<file path="src/rtl/game_ctrl.sv">
// Breakout game sequencer: serve/play/lose/win flow, lives and score keeping.
// Optional pause support is compiled in with `define GAME_PAUSE_EN.
module game_ctrl #(
  parameter int LIVES        = 3,
  parameter int SERVE_FRAMES = 60,
  parameter int LOST_Y       = 470,
  parameter int WIN_SCORE    = 32
) (
  input  logic       pxl_clk,
  input  logic       reset_n,
  input  logic       vsync,
  input  logic       btn_start,
  input  logic       btn_pause,
  input  logic [9:0] ball_y,
  input  logic       brick_hit,
  output logic       ball_start,
  output logic       ball_rst_n,
  output logic       ball_vsync,
  output logic [1:0] lives,
  output logic [7:0] score,
  output logic [2:0] game_state,
  output logic       game_over
);

  typedef enum logic [2:0] {
    IDLE  = 3'd0,
    SERVE = 3'd1,
    PLAY  = 3'd2,
    LOST  = 3'd3,
    OVER  = 3'd4,
    WIN   = 3'd5,
    PAUSE = 3'd6,
    BAD   = 3'd7
  } state_t;

  localparam logic [1:0] LIVES_V  = 2'(LIVES);
  localparam logic [7:0] SERVE_V  = 8'(SERVE_FRAMES);
  localparam logic [9:0] LOST_V   = 10'(LOST_Y);
  localparam logic [7:0] WIN_V    = 8'(WIN_SCORE);

  state_t     state_r;
  logic [7:0] frame_cnt_r;
  logic       vsync_q_r;
  logic       start_q_r;
  logic       vsync_tick_s;
  logic       start_tick_s;
  logic [7:0] score_inc_s;
  logic [7:0] score_nxt_s;
  logic       loss_s;
  logic       win_pending_s;

  assign vsync_tick_s  = vsync & ~vsync_q_r;
  assign start_tick_s  = btn_start & ~start_q_r;
  assign score_inc_s   = (score == 8'hFF) ? score : score + 8'd1;
  assign score_nxt_s   = brick_hit ? score_inc_s : score;
  assign loss_s        = vsync_tick_s && (ball_y >= LOST_V);
  // A hit that completes the win masks a loss seen in the same cycle.
  assign win_pending_s = brick_hit && (score_inc_s == WIN_V);

  assign game_state = state_r;
  assign game_over  = (state_r == OVER) || (state_r == WIN);

`ifdef GAME_PAUSE_EN
  logic pause_q_r;
  logic pause_tick_s;
  assign pause_tick_s = btn_pause & ~pause_q_r;
  assign ball_vsync   = vsync && (state_r != PAUSE);

  // Pause button edge-detect register.
  always_ff @(posedge pxl_clk or negedge reset_n) begin
    if (!reset_n) pause_q_r <= 1'b0;
    else          pause_q_r <= btn_pause;
  end
`else
  logic unused_pause_s;
  assign unused_pause_s = btn_pause;
  assign ball_vsync     = vsync;
`endif

  // Edge-detect registers for vsync and start.
  always_ff @(posedge pxl_clk or negedge reset_n) begin
    if (!reset_n) begin
      vsync_q_r <= 1'b0;
      start_q_r <= 1'b0;
    end else begin
      vsync_q_r <= vsync;
      start_q_r <= btn_start;
    end
  end

  // Game FSM with registered lives, score, frame counter and ball controls.
  always_ff @(posedge pxl_clk or negedge reset_n) begin
    if (!reset_n) begin
      state_r     <= IDLE;
      lives       <= LIVES_V;
      score       <= 8'd0;
      frame_cnt_r <= 8'd0;
      ball_start  <= 1'b0;
      ball_rst_n  <= 1'b0;
    end else begin
      ball_start <= 1'b0;
      case (state_r)
        IDLE: begin
          lives      <= LIVES_V;
          score      <= 8'd0;
          ball_rst_n <= 1'b0;
          if (start_tick_s) begin
            state_r     <= SERVE;
            frame_cnt_r <= 8'd0;
            ball_rst_n  <= 1'b1;
          end
        end
        SERVE: begin
          ball_rst_n <= 1'b1;
          if (vsync_tick_s) begin
            frame_cnt_r <= frame_cnt_r + 8'd1;
            if ((frame_cnt_r + 8'd1) == SERVE_V) begin
              ball_start <= 1'b1;
              state_r    <= PLAY;
            end
          end
        end
        PLAY: begin
          ball_rst_n <= 1'b1;
          if (score == WIN_V) begin
            state_r    <= WIN;
            ball_rst_n <= 1'b0;
          end else begin
            score <= score_nxt_s;
`ifdef GAME_PAUSE_EN
            if (pause_tick_s) begin
              state_r <= PAUSE;
            end else if (loss_s && !win_pending_s) begin
              state_r    <= LOST;
              ball_rst_n <= 1'b0;
            end
`else
            if (loss_s && !win_pending_s) begin
              state_r    <= LOST;
              ball_rst_n <= 1'b0;
            end
`endif
          end
        end
        LOST: begin
          if (lives <= 2'd1) begin
            lives      <= 2'd0;
            state_r    <= OVER;
            ball_rst_n <= 1'b0;
          end else begin
            lives       <= lives - 2'd1;
            state_r     <= SERVE;
            frame_cnt_r <= 8'd0;
            ball_rst_n  <= 1'b1;
          end
        end
        OVER, WIN: begin
          ball_rst_n <= 1'b0;
          if (start_tick_s) begin
            state_r <= IDLE;
            lives   <= LIVES_V;
            score   <= 8'd0;
          end
        end
`ifdef GAME_PAUSE_EN
        PAUSE: begin
          ball_rst_n <= 1'b1;
          if (pause_tick_s) state_r <= PLAY;
        end
`endif
        default: begin
          state_r     <= IDLE;
          lives       <= LIVES_V;
          score       <= 8'd0;
          frame_cnt_r <= 8'd0;
          ball_rst_n  <= 1'b0;
        end
      endcase
    end
  end

endmodule

</file>
<file path="config.mk">
export PLATFORM = sky130hd
export DESIGN_NAME = game_ctrl
export DESIGN_NICKNAME = d
export VERILOG_FILES = /design/src/rtl/game_ctrl.sv
export SDC_FILE = /design/constraint.sdc
export NUM_CORES = 1
export LEC_CHECK = 0
export CORE_MARGIN = 2
export CORE_UTILIZATION = 52
export CTS_CLUSTER_DIAMETER = 60
export CTS_CLUSTER_SIZE = 40
export DETAILED_ROUTE_END_ITERATION = 7
export GPL_TIMING_DRIVEN = 0
export PLACE_DENSITY = 0.87
export SKIP_LAST_GASP = 1
export SLEW_MARGIN = 30
export SYNTH_ARGS = -nofsm -noshare
export SYNTH_HDL_FRONTEND = slang
export SYNTH_SLANG_ARGS = --single-unit
</file>
<file path="constraint.sdc">
create_clock -name pxl_clk -period 3.5 [get_ports pxl_clk]
set_input_delay 0.875 -clock pxl_clk [delete_from_list [all_inputs] [get_ports pxl_clk]]
set_output_delay 0.875 -clock pxl_clk [all_outputs]
set_load 0.02 [all_outputs]
</file>
* Word level (Yosys, flattened, before mapping)
Index checks and enable logic that the tools add are counted.
** Word-level totals
- Logic and storage cells :: 78
- Output and inout port bits :: 17
- Register bits :: 25
** Cells by class
- Eq/ne operators :: 17
- Magnitude comparators :: 2
- Reductions and logical operators :: 14
- Mux-type cells :: 27
- Bitwise logic cells :: 7
- Add/subtract/negate cells :: 3
** Operators by type and width (number)
- two-way mux 8 bit :: 6
- case mux 8 bit (4 select lines) :: 1
- equality test 8 x 6 -> 1 bit (second input constant) :: 3
- case mux 8 bit (3 select lines) :: 1
- two-way mux 3 bit :: 7
- adder 8 x 1 -> 8 bit (second input constant) :: 2
- case mux 3 bit (5 select lines) :: 1
- != test 2 bit (second input constant) :: 7
- >= comparator 10 x 9 -> 1 bit (second input constant) :: 1
- equality test 8 bit (second input constant) :: 1
- AND reduction 4 bit :: 2
- two-way mux 1 bit :: 7
- equality test 3 x 2 -> 1 bit (second input constant) :: 2
- equality test 3 bit (second input constant) :: 2
- case mux 2 bit (3 select lines) :: 1
- OR reduction 2 bit :: 3
- NOT 1 bit :: 5
- AND reduction 5 bit :: 1
- two-way mux 2 bit :: 2
- case mux 1 bit (4 select lines) :: 1
- equality test 3 x 1 -> 1 bit (second input constant) :: 1
- logical AND 1 bit :: 3
- zero test 3 bit :: 1
- != test 3 bit (second input constant) :: 1
- other kinds (7) :: 8

* Longest topological paths before layout
- Word-level depth :: 9
- Gate-level depth with buffers :: 7
- Mapped depth without buffers :: 7

* Worst setup path after synthesis
No wires, ideal clock.
- Path type :: input to register
- From :: input ball_y[1]
- To :: register state_r[0], in the netlist game_state[0]
- Arrival time :: 1944 ps
- Setup slack :: 1435 ps
- Path buffers :: 0
- Data required time :: 3379 ps
- Stages on the path :: 5
- Cell sequence :: a21o_1 > a211o_1 > a2111oi_0 > a31oi_1 > a22o_1
** On the way
- Longest elaborated chain between the ends :: 5
** Ends and longest elaborated chain
- from (decl) :: RTL line 14 : input logic [9:0] ball_y,
- >= comparator 10 x 9 -> 1 bit :: RTL line 56 : assign loss_s = vsync_tick_s && (ball_y >= LOST_V);
- logical AND 1 bit :: RTL line 56
- logical AND 1 bit :: RTL line 138 : if (loss_s && !win_pending_s) begin
- != test 3 bit (no source line)
- AND reduction 5 bit (no source line)
- to (signal assigned) :: RTL line 139 : state_r <= LOST;
- to (signal assigned) :: RTL line 148 : state_r <= OVER;
- to (signal assigned) :: RTL line 152 : state_r <= SERVE;
- to (decl) :: RTL line 41 : state_t state_r;
No other way between the ends.
A chain may end at the register's enable or synchronous reset.

* Final worst setup path
- From :: input vsync
- To :: output ball_vsync
** RTL lines
- from (decl) :: RTL line 11 : input logic vsync,
- to (decl) :: RTL line 18 : output logic ball_vsync,
No word-level cell between the ends.

==> reports/results.tsv <==
stage	metric	value	unit
drt	met3WireLength	133	µm
min_path	whs_path_depth	1	
synth	synth_warnings	0	
drt	met2WireLength	2000	µm
cts	cts_tree	done	
timing	hold_viol	0	
synth	yosys.area_share.simple	23.7	%
synth	synth_ff_type	dfrtp_1	
worst_setup_path	worstPathRequired	2.62	ns
drt	wl_met1	1610	µm
finish	antenna_cells	0	
finish	nNetsFinal	228	
drt	vias	1479	
cts	post-cts-setup-buffer-count	0	
grt	grt_start_max_net_pins	26	
synth	syn_area	1500	µm²
timing	fin_setup_tns	0	ns
worst_setup_path	reg2reg_depth	7	
synth	synth_edf_count	0	
timing	worstMarginPinSlew	0.703	ns
grt	overflow	0	
timing	fin_worst_skew	0.00137	ns
finish	multiInputGateArea	802	µm²
cts	cts_resized	0	
synth	synth.yosys.seq_area_share	41.9	%
placement	hpwl	2750	µm
grt	track_usage	24.7	%
power_and_ir_drop	ir_drop	230	µV
worst_setup_path	crit_arrival	2.09	ns
grt	grt_pass1_wl	6490	µm
placement	io_buffers	30	
floorplanning	initial_core_util	54.4	%
timing	setup_viol	0	
timing	min_period_over_period	84.9	%
timing	slew_headroom	52.8	%
floorplanning	dieWidth	57.7	µm
timing	finalMaxSlewViolations	0	
synth	ys_seq_elements	25	
timing	rsz0062_at_grt	false	
timing	fmax	337	MHz
cts	clockBufferDepth	2	
cts	cts_sinks	25	
synth	async_flop_share	100	%
cts	cts_buffers	3	
synth	synth_top_family_by_area	compound AO/OA/AOI/OAI gates	
worst_setup_path	crit_fanout	3	
power_and_ir_drop	p_total	0.664	mW
drt	routed_wl	3790	µm
floorplanning	dieArea	3330	µm²
cts	clkLatencyLatePin	0.33	ns
finish	n_fill_cell	225	
synth	synth_xor_area_share	1.17	%
floorplanning	fp-row-count	19	
worst_setup_path	start_kind	primary input	
drt	drc	0	
grt	grt_pass1_vias	1438	
status	outcome	finished, final reports clean	
grt	antenna_found_initial	0	
synth	muxShareOfSynthArea	0.668	%
cts	holdBufCountCts	0	
run	cap_viol_max_count	0	
synth	synth_cells	174	
finish	seq_area	628	µm²
cts	htreeDepth	1	
drt	avgRoutedWirePerCell	15.9	µm
drt	viasPerCell	6.19	
placement	place.gp.congestion	0.858	
finish	drive_above_1_share	5.29	%
synth	ys_types	47	
floorplanning	io_pins	33	
drt	drtPass1Iterations	4	
timing	period_minus_slack	2.97	ns
finish	design_area	1860	µm²
drt	drt_iter0_markers	43	
power_and_ir_drop	p_leak	0.749	nW
drt	antenna_left	0	
placement	placed_area	1830	µm²
synth	synthAdderAreaFrac	2.50	%
cts	clkTransAtPathRegs	0.15	ns
synth	synth_compound_area_share	25.5	%
synth	avgSynthCellArea	8.61	µm²
drt	top_layer	met4	
min_path	hp-class	reg2reg	
cts	root_buffer	clkbuf_4	
timing	worst_slack	0.530	ns
floorplanning	die_y	57.7	µm
floorplanning	core	2760	µm²
power_and_ir_drop	p_per_area	357	nW/µm²
worst_setup_path	end_kind	output port	
synth	syn_nets	193	
placement	pre_cts_ws	0.518	ns
finish	area_growth	24.1	%
worst_setup_path	crit_type	in2out	
-- sequential cells by signal (all words and copies together) (netlist names) --
signal,flops
ball_start,1
score,8
start_q_r,1
vsync_q_r,1
lives,2
game_state,3
ball_rst_n,1
frame_cnt_r,8
-- cells in the final DEF, fill, tap and decap left out, types with 2 or more instances in the layout --
| master | instances |
|---|---|
| and2_1 | 3 |
| clkbuf_4 | 3 |
| nand2_1 | 15 |
| o31ai_1 | 2 |
| and3_1 | 3 |
| nor2_1 | 12 |
| a21o_1 | 3 |
| inv_1 | 5 |
| o21ai_0 | 20 |
| nand3_1 | 4 |
| ha_1 | 3 |
| o21ai_1 | 2 |
| a31oi_1 | 8 |
| buf_2 | 2 |
| dfrtp_1 | 23 |
| clkdlybuf4s50_1 | 29 |
| nor3_1 | 6 |
| o21a_1 | 2 |
| a21oi_1 | 15 |
| nand2b_1 | 4 |
| clkbuf_1 | 6 |
| nand4_1 | 3 |
| nor2b_1 | 3 |
| nand3b_1 | 4 |
| a22o_1 | 2 |
| dfstp_2 | 2 |
-- cells in the mapped netlist, types with 2 or more instances --
cell       n  area share (%)
inv_1      5             1.3
nand2b_1   4             1.7
nand2_1   15             3.8
o21ai_0   20             6.7
o31ai_1    2             1.0
clkbuf_1   6             1.5
a31oi_1    8             3.3
and2_1     3             1.3
o21ai_1    2            0.67
and3_1     3             1.3
dfstp_2    2             3.5
nor2b_1    3             1.3
dfrtp_1   23              38
ha_1       3             2.5
a21oi_1   15             5.0
nor2_1    12             3.0
a22o_1     2             1.2
nand3b_1   4             2.0
a21o_1     3             1.5
nand4_1    3             1.3
nor3_1     6             2.0
o21a_1     2             1.0
nand3_1    4             1.3
-- power breakdown --
part | switching [mW] | total, mW | internal, mW
clock | 0.0987 | 0.142 | 0.0430
combinational | 0.106 | 0.185 | 0.0788
sequential | 0.0255 | 0.338 | 0.312
-- stage by stage --
step / utilization [%] / instances / hold WS (ns)
2_1_floorplan: - / 174 / 0.443
3_3_place_gp: 66.7 / 235 / 0.465
3_5_place_dp: 66.5 / 235 / 0.489
4_1_cts: 67.5 / 239 / 0.514
5_1_grt: 67.5 / 239 / 0.544
6_report: 67.5 / 239 / 0.512
-- path summary, 6_finish.rpt --
check | startpoint | endpoint | slack, ns
worst max register to register | score[0] | ball_rst_n | 1.44
max in group asynchronous | reset_n | frame_cnt_r[2] | 2.60
min in group asynchronous | reset_n | vsync_q_r | 0.52
worst min-delay path | frame_cnt_r[7] | frame_cnt_r[7] | 0.51
worst max-delay path | vsync | ball_vsync | 0.53
worst min register to register | frame_cnt_r[7] | frame_cnt_r[7] | 0.51
-- cells by family (layout without fill, tap and decap cells) --
logic type / Yosys count / count (layout)
AOI/OAI and AO/OA: 63 / 63
xor gates and xnor gates: 2 / 2
adders and majority gates: 3 / 3
buffers and inverters: 15 / 49
DFF: 25 / 25
muxes: 1 / 1
and+or+nand+nor: 65 / 65
-- critical path, stage by stage --
cell and delay, ns:
clkdlybuf4s50_1 0.51, buf_4 0.12, clkdlybuf4s50_1 0.59
-- area by class of cell --
type | instances | share of cell area, %
Buffer | 10 | 2.69
Multi-Input combinational cell | 134 | 43.1
Sequential cell | 25 | 33.8
Clock buffer | 3 | 1.21
Inverter | 5 | 1.01
Clock inverter | 1 | 0.269
Timing Repair Buffer | 30 | 15.9
Tap cell | 31 | 2.08
-- metal layers --
layer | global-route usage [%] | up-vias
met4 | 8.64 | 0
li1 | - | 710
met5 | 0 | -
met3 | 2.68 | 8
met2 | 43.3 | 45
met1 | 31.6 | 716
No activity file was read; power rests on OpenSTA's default activity.
